$ cat config.mk
export PLATFORM = sky130hd
export DESIGN_NAME = mem_access_stage
export DESIGN_NICKNAME = d
export VERILOG_FILES = /design/src/rtl/mem_access_stage.sv
export SDC_FILE = /design/constraint.sdc
export NUM_CORES = 1
export LEC_CHECK = 0
export CAP_MARGIN = 25
export CORE_AREA = 2 2 211 213
export CTS_CLUSTER_SIZE = 25
export DETAILED_ROUTE_END_ITERATION = 12
export DIE_AREA = 0 0 213 215
export SLEW_MARGIN = 20
export SYNTH_ARGS = -nofsm -noshare
export SYNTH_HDL_FRONTEND = slang
export SYNTH_SLANG_ARGS = --single-unit
$ cat constraint.sdc
create_clock -name clk -period 3 [get_ports clk]
set_clock_uncertainty 0.2 [all_clocks]
set_input_delay 0.3 -clock clk [delete_from_list [all_inputs] [get_ports clk]]
set_output_delay 0.3 -clock clk [all_outputs]
set_load 0.01 [all_outputs]
$ cat src/rtl/mem_access_stage.sv
// MEM stage of the 64-bit RISC-V core: one load/store per instruction over a req/ack port.
// Optional build macro MEM_MISALIGN_TRAP_EN adds a natural-alignment check and the outMisaligned port.
module mem_access_stage #(
    parameter int BUS_DATA_WIDTH = 64
) (
    input  logic                      clk,
    input  logic                      resetN,
    input  logic                      inValid,
    input  logic [BUS_DATA_WIDTH-1:0] inResult,
    input  logic [BUS_DATA_WIDTH-1:0] inDataReg2,
    input  logic [2:0]                inLoadType,
    input  logic [1:0]                inStoreType,
    input  logic                      inMemRead,
    input  logic                      inMemWrite,
    input  logic                      inMemOrReg,
    input  logic                      inRegWrite,
    input  logic [4:0]                inDestRegister,
    output logic                      outStall,
    output logic                      outMemReq,
    output logic                      outMemWe,
    output logic [BUS_DATA_WIDTH-1:0] outMemAddr,
    output logic [BUS_DATA_WIDTH-1:0] outMemWData,
    output logic [7:0]                outMemByteEn,
    input  logic                      inMemAck,
    input  logic [BUS_DATA_WIDTH-1:0] inMemRData,
`ifdef MEM_MISALIGN_TRAP_EN
    output logic                      outMisaligned,
`endif
    output logic                      outValid,
    output logic                      outRegWrite,
    output logic                      outMemOrReg,
    output logic [4:0]                outDestRegister,
    output logic [BUS_DATA_WIDTH-1:0] outLoadData,
    output logic [BUS_DATA_WIDTH-1:0] outAluResult,
    output logic [BUS_DATA_WIDTH-1:0] outResultMem
);

    localparam int W = BUS_DATA_WIDTH;

    typedef enum logic {IDLE, WAIT} state_t;

    state_t         state, state_next;
    logic           is_load, mem_op, misaligned, start, trap, done, wb_valid;
    logic [1:0]     size;
    logic [2:0]     offset, base;
    logic [7:0]     size_mask, byte_en;
    logic [W-1:0]   wdata, shifted, load_value;
    logic [2:0]     load_type_q, base_q;

    // Access size is 0..3 (byte..doubleword); a load also asserting memWrite stays a load.
    always_comb begin
        // NOTE: every always_comb output gets a default first, so no path can infer a latch.
        is_load   = inMemRead;
        mem_op    = inMemRead | inMemWrite;
        size      = is_load ? inLoadType[1:0] : inStoreType;
        offset    = inResult[2:0];
        base      = 3'd0;
        size_mask = 8'hFF;
        case (size)
            2'd0: begin base = offset;                 size_mask = 8'h01; end
            2'd1: begin base = {offset[2:1], 1'b0};    size_mask = 8'h03; end
            2'd2: begin base = {offset[2], 2'b00};     size_mask = 8'h0F; end
            default: begin base = 3'd0;                size_mask = 8'hFF; end
        endcase
        byte_en = size_mask << base;
        wdata   = inDataReg2 << {base, 3'b000};
`ifdef MEM_MISALIGN_TRAP_EN
        case (size)
            2'd1:    misaligned = offset[0];
            2'd2:    misaligned = |offset[1:0];
            2'd3:    misaligned = |offset;
            default: misaligned = 1'b0;
        endcase
`else
        misaligned = 1'b0;
`endif
    end

    always_comb begin
        state_next = state;
        outStall   = 1'b0;
        start      = 1'b0;
        trap       = 1'b0;
        done       = 1'b0;
        case (state)
            IDLE: begin
                if (inValid && mem_op) begin
                    if (misaligned) begin
                        trap = 1'b1;
                    end else begin
                        outStall   = 1'b1;
                        start      = 1'b1;
                        state_next = WAIT;
                    end
                end
            end
            WAIT: begin
                outStall = !inMemAck;
                if (inMemAck) begin
                    done       = 1'b1;
                    state_next = IDLE;
                end
            end
            default: state_next = IDLE;
        endcase
        wb_valid = ((state == IDLE) && inValid && !start) || done;
    end

    // Returned doubleword is shifted down to the captured lane, then sized and extended.
    always_comb begin
        shifted = inMemRData >> {base_q, 3'b000};
        case (load_type_q)
            3'b000:  load_value = {{(W-8){shifted[7]}}, shifted[7:0]};
            3'b001:  load_value = {{(W-16){shifted[15]}}, shifted[15:0]};
            3'b010:  load_value = {{(W-32){shifted[31]}}, shifted[31:0]};
            3'b011:  load_value = shifted;
            3'b100:  load_value = {{(W-8){1'b0}}, shifted[7:0]};
            3'b101:  load_value = {{(W-16){1'b0}}, shifted[15:0]};
            3'b110:  load_value = {{(W-32){1'b0}}, shifted[31:0]};
            default: load_value = '0;
        endcase
    end

    always_ff @(posedge clk) begin
        // NOTE: sequential state uses non-blocking assignments so every register samples pre-edge values.
        if (!resetN) begin
            state           <= IDLE;
            outMemReq       <= 1'b0;
            outMemWe        <= 1'b0;
            outMemAddr      <= '0;
            outMemWData     <= '0;
            outMemByteEn    <= '0;
            load_type_q     <= '0;
            base_q          <= '0;
            outValid        <= 1'b0;
            outRegWrite     <= 1'b0;
            outMemOrReg     <= 1'b0;
            outDestRegister <= '0;
            outLoadData     <= '0;
            outAluResult    <= '0;
`ifdef MEM_MISALIGN_TRAP_EN
            outMisaligned   <= 1'b0;
`endif
        end else begin
            state <= state_next;
            if (start) begin
                outMemReq    <= 1'b1;
                outMemWe     <= !is_load;
                outMemAddr   <= {inResult[W-1:3], 3'b000};
                outMemWData  <= wdata;
                outMemByteEn <= byte_en;
                load_type_q  <= inLoadType;
                base_q       <= base;
            end else if (done) begin
                outMemReq <= 1'b0;
            end
            // EX holds its inputs stable while stalled, so they are still valid on the ack edge.
            outValid        <= wb_valid;
            outRegWrite     <= wb_valid && inValid && inRegWrite && !trap;
            outMemOrReg     <= inMemOrReg;
            outDestRegister <= inDestRegister;
            outAluResult    <= inResult;
            outLoadData     <= (done && !outMemWe) ? load_value : '0;
`ifdef MEM_MISALIGN_TRAP_EN
            outMisaligned   <= trap;
`endif
        end
    end

    assign outResultMem = outMemOrReg ? outLoadData : outAluResult;

endmodule

# Yosys cells after proc, flatten, opt, wreduce, memory -nomap -nowiden
# Index checks and enable logic that the tools add are counted.
dict set report totals {
  ff_bits 278
  in_bits 210
  output_inout_bits 339
  wordCells 56
}
dict set report classes {
  n_eq_ne 8
  n_shift 3
  n_mux 14
  bitwise 2
  reduce_logical 15
}
# op n
set ops {}
lappend ops {{$pmux 64 s7} 1}
lappend ops {{$mux 64} 1}
lappend ops {{$shl 64x6->64} 1}
lappend ops {{$shr 64x6->64} 1}
lappend ops {{$pmux 8 s3} 1}
lappend ops {{$eq 3x3->1 const B} 3}
lappend ops {{$pmux 3 s3} 1}
lappend ops {{$shl 8x3->8} 1}
lappend ops {{$mux 1} 7}
lappend ops {{$eq 3x2->1 const B} 2}
lappend ops {{$logic_and 1x1->1} 6}
lappend ops {{$logic_not 1->1} 4}
lappend ops {{$pmux 1 s2} 2}
lappend ops {{$eq 3x1->1 const B} 1}
lappend ops {{$logic_not 3->1} 1}
lappend ops {{$eq 2x1->1 const B} 1}
lappend ops {{$eq 2x2->1 const B} 1}
lappend ops {{$logic_not 2->1} 1}
lappend ops {{$mux 2} 1}
lappend ops {{$reduce_and 2->1} 1}
lappend ops {{$reduce_bool 2->1} 1}
lappend ops {{$logic_or 1x1->1} 1}
lappend ops {{$not 1->1} 1}
lappend ops {{$or 1x1->1} 1}

# Logic depth before layout (Yosys ltp)
# Gate-level depths: netlist of the first run.
dict set report logic_depth {
  depth_word 9
  ltp_mapped 9
  depth_no_buf 5
}

# Least setup slack after synthesis of the first run
# Ideal clock, no wire load.
dict set report synth_path {
  kind {input-to-reg}
  from {in inMemRead}
  to {reg outMemWData[54]}
  setup_time_ns 0.132
  t_arrival_ns 1.863
  required_time_ns 2.668
  path_slack_ns 0.804
  stages 6
  n_path_buf 1
  cell_sequence {mux2_2 > nor2_2 > buf_2 > mux2_1 > a222oi_1 > a21oi_1}
}
dict set report synth_via {
  elab_chain_cells 4
  elab_cells_between_ends 10
  cone_classes {eq/ne (2); shift (1); mux (4); bitwise (1); reduce/logical (2)}
}
# element line
set synth_rtl {}
lappend synth_rtl {{start: declaration} 13} ;# input logic inMemRead,
lappend synth_rtl {{$mux 2 / $or 1x1->1 (equally long branches)} {55, 54}}
lappend synth_rtl {{$eq 2x2->1 (tied with other cells)} 59} ;# case (size)
lappend synth_rtl {{$pmux 3 s3 / $mux 1 (equally long branches)} {59, 87}}
lappend synth_rtl {{$shl 64x6->64 / $mux 1 (equally long branches)} {66, 85}}
lappend synth_rtl {{end signal: assignment} 150} ;# outMemWData <= wdata;
lappend synth_rtl {{end: declaration} 22} ;# output logic [BUS_DATA_WIDTH-1:0] outMemWData,
# Several ways; a longest one is shown, not always the timed one.
# A chain may end at the register's enable or synchronous reset.

# Worst setup path in the final report of the first run
dict set report layout_path {
  from {reg outMemOrReg}
  to {out outResultMem[38]}
}
dict set report layout_via {
  elab_chain_cells 1
}
# element line
set layout_rtl {}
lappend layout_rtl {{start: declaration} 31} ;# output logic outMemOrReg,
lappend layout_rtl {{start signal: assignment} 160} ;# outMemOrReg <= inMemOrReg;
lappend layout_rtl {{$mux 64} 170} ;# assign outResultMem = outMemOrReg ? outLoadData : outAluResult;
lappend layout_rtl {{end: declaration} 35} ;# output logic [BUS_DATA_WIDTH-1:0] outResultMem
# Every way passes these cells.

==> results.txt, run 1 <==
----------------------------------------------------
[Status]
  Outcome ... finished clean

[Placed design]
  Global placement routability congestion ... 0.932
  # port buffers ... 545
  Worst slack after detailed placement ... -0.0410 ns
  Inst Count DP ... 2435
  HPWL after detailed placement ... 47100 um

[Die]
  Core Box Area ... 0.0436 mm2
  Die ar. ... 0.0458 mm2
  Initial cell density of the core ... 29.5%
  Width of the die ... 213 um
  # rows ... 77
  Chip Height ... 215 um
  Io pins ... 549

[Timing]
  Number of failing hold endpoints at the final stage ... 0
  Final count of negative-setup-slack endpoints ... 0
  Min Clock Period, post-route ... 2.86 ns
  Min setup slack post-route ... 0.139 ns
  Highest achievable clock rate ... 0.350 GHz
  Unrepaired setup endpoints after global routing ... no
  Number of slew-limit violations in the final report ... 0
  Portion of the clock cycle consumed by the worst path in the final layout ... 95.4%
  Slew Limit Headroom ... 56.1%
  Transition time at the pin with the least slew margin ... 0.659 ns

[Clock network]
  Clock tree sinks ... 278
  Count of H-tree levels built during CTS ... 2
  Clock network latency to the later pin of the worst-skew pair ... 0.53 ns
  Clock-pin slew of the registers on the worst-case setup and hold paths ... 0.06 ns
  Cell at the root of the clock tree ... sky130_fd_sc_hd__clkbuf_16
  Post CTS Setup Buffer Count ... 0
  Inserted Clock Buffers ... 34
  Resized Gates After CTS ... 0
  TritonCTS clock tree ... yes
  CTS Hold Buffers Added ... 0
  Max Root-Sink Buffers ... 3

[Worst setup path]
  Slowest cell on the critical path ... sky130_fd_sc_hd__clkdlybuf4s50_1
  Category of the most critical setup path ... flip-flop to primary output
  Critical Path End Type ... primary output
  Combined buffer and inverter count along the critical path ... 2
  Worst-path cell chain ... buf_4 > mux2_2 > clkdlybuf4s50_1
  Kind of start point of the critical path ... flip-flop
  Required @ worst endpoint ... 2.50 ns
  Critical-path maximum fanout ... 22
  Worst path arrival time ... 2.36 ns
  Highest cell delay on the worst timing path ... 0.55 ns
  CP delay by family, top ... buffers and inverters

[Power and ir drop]
  Total design power ... 9.98 mW
  Share of power burned in the clock network ... 39.1%
  Part of the power in registers ... 40.3%
  Leakage dissipation ... 7.54 nW
  Comb pwr share ... 20.6%
  Ratio of total power to cell area ... 495 mW/mm2
  Maximum ir drop on the vdd rail ... 0.332 mV
  Internal cell power ... 7.21 mW
  Total net switching power ... 2.77 mW
  Switching portion of total power ... 27.8%

[Drt]
  Vias post-DR ... 12600
  Drt via density ... 5.04
  Number of detailed-route iterations in the first pass ... 7
  Wire length per cell ... 24.0 um
  DRC viols ... 0
  Final wirelength ... 60100 um
  Initial detailed-routing violation count ... 892
  Final antenna-violating net count ... 0

[Cells and area]
  Layout fillers ... 4232
  Synth-to-layout area growth ... 56.4%
  Count of non-filler cells in the finished layout ... 2504
  Final layout net count ... 2089
  Fraction of layout cells with a size suffix above 1 ... 16.2%
  Utilization of the core after routing ... 46.2%

[Synthesis]
  Flops & latches, synth ... 278
  Count of warnings emitted by yosys ... 0
  Avg Cell Area, Syn ... 9.54 um2
  Count of flip-flops with a built-in enable after synthesis ... 0
  Ys async rst share ... 0%
  Flip-flop cell with the highest count after synthesis ... sky130_fd_sc_hd__dfxtp_1
  Post-synthesis sequential area ratio ... 43.2%
  Count of different cell masters after synthesis ... 55
  Number of standard cells after synthesis ... 1350
  Netlist Area Pre-Place ... 0.0129 mm2

[Job]
  Max-capacitance violation count ... 0

[Min path]
  Worst min-delay path class ... input port to flip-flop

[Global routing]
  Number of antenna violations at the first check in global routing ... 20
  Vias in the first global route ... 12700
  Global-route wire length before repair ... 85400 um
  Largest net degree at the start of global routing ... 53
  Global-route usage over all layers ... 25.4%
  Leftover overflow at the end of global routing ... 0

----------------------------------------------------
## flip-flops by register name, indices dropped and copies added (netlist names)
| signal | flops |
|---|---|
| outLoadData | 64 |
| outMemWData | 64 |
| outMemAddr | 61 |
| outMemOrReg | 1 |
| outValid | 1 |
| outAluResult | 64 |
| state | 1 |
| load_type_q | 3 |
| base_q | 3 |
| outMemReq | 1 |
| outMemWe | 1 |
| outDestRegister | 5 |
| outRegWrite | 1 |
| outMemByteEn | 8 |
## power groups by stage
| stage | sequential [mW] | combinational, mW | clock, mW |
|---|---|---|---|
| 6_report | 4.02 | 2.06 | 3.90 |
| 5_1_grt | 4.04 | 2.19 | 4.14 |
| 4_1_cts | 4.02 | 2.07 | 4.02 |
| 3_5_place_dp | 4.10 | 2.06 | 0 |
| 3_3_place_gp | 4.10 | 2.05 | 0 |
| 2_1_floorplan | 4.13 | 0.860 | 0 |
## synthesized netlist by cell type, types with 2 or more instances
library cell / number / area share [%]
sky130_fd_sc_hd__a21oi_1: 114 / 4.4
sky130_fd_sc_hd__a211oi_1: 18 / 1.0
sky130_fd_sc_hd__and3_1: 10 / 0.49
sky130_fd_sc_hd__a21boi_0: 9 / 0.52
sky130_fd_sc_hd__a21oi_2: 40 / 2.7
sky130_fd_sc_hd__nor2_2: 2 / 0.097
sky130_fd_sc_hd__dfxtp_1: 278 / 43
sky130_fd_sc_hd__o21ai_0: 35 / 1.4
sky130_fd_sc_hd__and2_1: 71 / 3.4
sky130_fd_sc_hd__clkbuf_1: 70 / 2.0
sky130_fd_sc_hd__nand3_1: 8 / 0.31
sky130_fd_sc_hd__nor3_2: 2 / 0.16
sky130_fd_sc_hd__nand2b_1: 13 / 0.63
sky130_fd_sc_hd__nand4_1: 2 / 0.097
sky130_fd_sc_hd__nand2_1: 232 / 6.8
sky130_fd_sc_hd__mux4_2: 29 / 5.1
sky130_fd_sc_hd__o22a_1: 15 / 1.0
sky130_fd_sc_hd__inv_1: 13 / 0.38
sky130_fd_sc_hd__a22oi_1: 18 / 1.0
sky130_fd_sc_hd__buf_2: 20 / 0.78
sky130_fd_sc_hd__buf_1: 6 / 0.17
sky130_fd_sc_hd__buf_4: 9 / 0.52
sky130_fd_sc_hd__a2bb2oi_1: 16 / 1.1
sky130_fd_sc_hd__mux2i_1: 88 / 6.8
sky130_fd_sc_hd__mux2_2: 97 / 8.5
sky130_fd_sc_hd__a222oi_1: 15 / 1.2
sky130_fd_sc_hd__o221ai_1: 6 / 0.41
sky130_fd_sc_hd__nor2_1: 55 / 1.6
sky130_fd_sc_hd__nor2b_1: 4 / 0.19
sky130_fd_sc_hd__or2_2: 9 / 0.44
sky130_fd_sc_hd__a31oi_1: 4 / 0.19
sky130_fd_sc_hd__a22o_1: 7 / 0.48
sky130_fd_sc_hd__o221a_2: 2 / 0.17
sky130_fd_sc_hd__nor3_1: 3 / 0.12
sky130_fd_sc_hd__buf_6: 9 / 0.79
sky130_fd_sc_hd__nor4_4: 2 / 0.33
## placed cells by master, fill, tap and decap left out, types with 10 or more instances in the layout
| cell type | count |
|---|---|
| sky130_fd_sc_hd__and2_1 | 71 |
| sky130_fd_sc_hd__clkbuf_16 | 35 |
| sky130_fd_sc_hd__clkdlybuf4s50_1 | 544 |
| sky130_fd_sc_hd__diode_2 | 13 |
| sky130_fd_sc_hd__and3_1 | 10 |
| sky130_fd_sc_hd__nand2b_1 | 13 |
| sky130_fd_sc_hd__a2bb2oi_1 | 16 |
| sky130_fd_sc_hd__mux2_2 | 97 |
| sky130_fd_sc_hd__o22a_1 | 15 |
| sky130_fd_sc_hd__buf_4 | 55 |
| sky130_fd_sc_hd__a22oi_1 | 18 |
| sky130_fd_sc_hd__a21oi_2 | 40 |
| sky130_fd_sc_hd__a222oi_1 | 15 |
| sky130_fd_sc_hd__mux4_2 | 29 |
| sky130_fd_sc_hd__o21ai_0 | 35 |
| sky130_fd_sc_hd__mux2i_1 | 88 |
| sky130_fd_sc_hd__dfxtp_1 | 274 |
| sky130_fd_sc_hd__nor2_1 | 54 |
| sky130_fd_sc_hd__inv_1 | 13 |
| sky130_fd_sc_hd__a21oi_1 | 114 |
| sky130_fd_sc_hd__nand2_1 | 231 |
| sky130_fd_sc_hd__a211oi_1 | 18 |
## cell type report
type	count	area, um2	share of cell area (%)
multi-input combinational	946	6750	33.5
timing repair buffer	605	5960	29.6
sequential	278	5570	27.7
clock buffer	47	971	4.82
tap	592	741	3.68
clock inverter	9	58.8	0.292
inverter	14	55.1	0.273
antenna	13	32.5	0.161
## stage by stage
step           setup TNS (ns)  area [um2]  hold WS [ns]
3_5_place_dp          -0.0410       19100         0.242
2_1_floorplan               0       12900         0.222
4_1_cts                     0       20100       0.00575
5_1_grt                     0       20100        0.0360
6_report                    0       20100        0.0346
3_3_place_gp                0       19100         0.235
## layer usage
layer | share of wire, % | global-route usage (%) | up-vias | wire length (um)
met4 | 3.8 | 10.2 | 10 | 2250
li1 | - | - | 5829 | -
met2 | 50 | 45.0 | 586 | 30100
met3 | 9.1 | 8.40 | 113 | 5470
met1 | 37 | 27.7 | 6091 | 22200
met5 | 0.12 | 0 | - | 72
## cells by family after synthesis
| logic type | share of synthesized area, % |
|---|---|
| AOI/OAI and AO/OA | 15.9 |
| muxes | 20.6 |
| and+or+nand+nor | 15.5 |
| DFF | 43.2 |
| other | 0.0291 |
| buffers and inverters | 4.71 |
## final timing paths
check                       start          endpoint  slack, ns  cells past startpoint
setup reg to reg        base_q[0]   outLoadData[44]       0.44                      7
hold / removal             resetN   outMemWData[60]       0.03                      2
setup / recovery      outMemOrReg  outResultMem[38]       0.14                      3
hold reg to reg   outMemWData[58]   outMemWData[58]       0.24                      2
No activity file was read; power rests on OpenSTA's default activity.
==> inputs of run 2 (changes only) <==
Settings changed: RECOVER_POWER from default to 25.
==> results.txt, run 2 (synthesis gave the netlist of run 1 again) <==
----------------------------------------------------
[Drt]
  Drt via density ... 5.04
  Wire length per cell ... 24.0 um
  Number of detailed-route iterations in the first pass ... 6
  Initial detailed-routing violation count ... 932
  Final antenna-violating net count ... 0
  Vias post-DR ... 12600
  Final wirelength ... 60200 um
  DRC viols ... 0

[Cells and area]
  Utilization of the core after routing ... 46.1%
  Finished layout cell area ... 0.0201 mm2
  Area used by sequential logic in the layout ... 0.00557 mm2
  Fraction of layout cells with a size suffix above 1 ... 16.0%
  Final layout net count ... 2089
  Layout fillers ... 4240
  Most frequent standard cell in the layout excluding fill and tap cells ... sky130_fd_sc_hd__clkdlybuf4s50_1
  Multi-input gate area in the final layout ... 0.00675 mm2
  Most frequent cells in the layout ... sky130_fd_sc_hd__clkdlybuf4s50_1 (468), sky130_fd_sc_hd__dfxtp_1 (275), sky130_fd_sc_hd__nand2_1 (231)
  Synth-to-layout area growth ... 56.4%
  Count of non-filler cells in the finished layout ... 2505
  Biggest regs ... outAluResult x64, outLoadData x64, outMemWData x64

[Job]
  Max-capacitance violation count ... 2

[Clock network]
  Max Root-Sink Buffers ... 3
  Inserted Clock Buffers ... 34
  Post CTS Setup Buffer Count ... 0
  Cell at the root of the clock tree ... sky130_fd_sc_hd__clkbuf_16
  Clock tree sinks ... 278
  TritonCTS clock tree ... yes
  Clock-pin slew of the registers on the worst-case setup and hold paths ... 0.06 ns
  Clock network latency to the later pin of the worst-skew pair ... 0.53 ns
  Resized Gates After CTS ... 0
  CTS Hold Buffers Added ... 0
  Count of H-tree levels built during CTS ... 2

[Die]
  Chip Height ... 215 um
  Initial cell density of the core ... 29.5%
  # rows ... 77
  Io pins ... 549
  Die ar. ... 0.0458 mm2
  Core Box Area ... 0.0436 mm2
  Width of the die ... 213 um

[Worst setup path]
  R2r endpoint ... outLoadData[49]
  Category of the most critical setup path ... flip-flop to primary output
  Flop2flop setup slack ... 0.43 ns
  Worst path arrival time ... 2.35 ns
  Combined buffer and inverter count along the critical path ... 2
  Worst Reg-to-Reg Cells ... 6
  Highest cell delay on the worst timing path ... 0.55 ns
  Required @ worst endpoint ... 2.50 ns
  Kind of start point of the critical path ... flip-flop
  Worst-path cell chain ... buf_4 > mux2_2 > clkdlybuf4s50_1
  CP delay by family, top ... buffers and inverters
  Startpoint of the most critical register-to-register path ... base_q[1]
  Critical-path maximum fanout ... 22
  Slowest cell on the critical path ... sky130_fd_sc_hd__clkdlybuf4s50_1
  Critical Path End Type ... primary output

[Global routing]
  Leftover overflow at the end of global routing ... 0
  Vias in the first global route ... 12700
  Largest net degree at the start of global routing ... 53
  Number of antenna violations at the first check in global routing ... 20
  Global-route wire length before repair ... 85400 um
  Global-route usage over all layers ... 25.4%

[Timing]
  Slew Limit Headroom ... -32.2%
  Setup_tns ... 0 ns
  Portion of the clock cycle consumed by the worst path in the final layout ... 95.2%
  Number of slew-limit violations in the final report ... 47
  Final count of negative-setup-slack endpoints ... 0
  Transition time at the pin with the least slew margin ... 1.98 ns
  Number of failing hold endpoints at the final stage ... 0
  Highest achievable clock rate ... 0.350 GHz
  Unrepaired setup endpoints after global routing ... no
  Min Clock Period, post-route ... 2.85 ns

[Min path]
  Worst hold endpoint ... outMemAddr[20]
  Worst min-delay path class ... input port to flip-flop
  Min-delay src ... inResult[20]
  Worst Hold Path Cells ... 3

[Status]
  Violated checks ... capacitance limit, slew limit
  Outcome ... finished, violations left

[Placed design]
  Global placement routability congestion ... 0.932
  # port buffers ... 545
  Inst Count DP ... 2435
  HPWL after detailed placement ... 47100 um
  Placement Cell Area ... 0.0191 mm2

[Power and ir drop]
  Ratio of total power to cell area ... 495 mW/mm2
  Maximum ir drop on the vdd rail ... 0.332 mV
  Leakage dissipation ... 7.71 nW

----------------------------------------------------
-- run 2: cell types whose count changed in the layout (fill, tap and decap cells not counted) --
cell	previous run	this run
sky130_fd_sc_hd__dfxtp_1	274	275
sky130_fd_sc_hd__and2_1	71	46
sky130_fd_sc_hd__clkbuf_2	0	1
sky130_fd_sc_hd__and2_0	0	25
sky130_fd_sc_hd__buf_4	55	52
sky130_fd_sc_hd__clkbuf_1	7	10
sky130_fd_sc_hd__dfxtp_2	3	2
sky130_fd_sc_hd__clkdlybuf4s50_1	544	468
sky130_fd_sc_hd__buf_2	1	0
sky130_fd_sc_hd__dlygate4sd3_1	0	76
sky130_fd_sc_hd__diode_2	13	14
-- run 2: worst max path at each step --
stage          depth (start not counted)   startpoint               end
2_1_floorplan                          6    inMemRead   outMemWData[54]
4_1_cts                                3  outMemOrReg  outResultMem[38]
5_1_grt                                3  outMemOrReg  outResultMem[38]
3_5_place_dp                           7    inMemRead   outMemWData[63]
6_report                               3  outMemOrReg  outResultMem[38]
3_3_place_gp                           7    inMemRead   outMemWData[63]
-- run 2: metal layers --
metal	share of wire [%]	GRT usage [%]	wire, um
met1	36	27.7	22000
met2	50	45.0	30100
met3	9.5	8.40	5710
met4	3.8	10.2	2310
met5	0.14	0	86
-- run 2: report_power, final --
part	internal (mW)	leakage, nW	switching [mW]	total [mW]
logic	1.05	4.92	0.990	2.04
clock network	2.26	0.508	1.65	3.90
registers	3.88	2.28	0.134	4.02
-- run 2: metrics by stage --
| step | worst slack (ns) | hold WS (ns) | total power, mW |
|---|---|---|---|
| 3_3_place_gp | 0.0996 | 0.235 | 6.14 |
| 5_1_grt | 0.0649 | 0.120 | 10.3 |
| 2_1_floorplan | 0.804 | 0.222 | 4.99 |
| 6_report | 0.145 | 0.140 | 9.96 |
| 3_5_place_dp | -0.0410 | 0.242 | 6.16 |
| 4_1_cts | 0.0855 | 0.00575 | 10.1 |
-- run 2: worst min-delay path: cells and delay by family --
| kind | cells | cell delay [ns] |
|---|---|---|
| buffers and inverters | 1 | 0.41 |
| AND/OR/NAND/NOR | 1 | 0.06 |
| AO/OA/AOI/OAI | 1 | 0.05 |
-- run 2: area by class of cell --
type	count	share of cell area (%)
antenna	14	0.174
clock buffer	47	4.82
clock inverter	9	0.292
inverter	14	0.273
multi-input combinational	946	33.5
sequential	278	27.7
tap	592	3.68
timing repair buffer	605	29.6
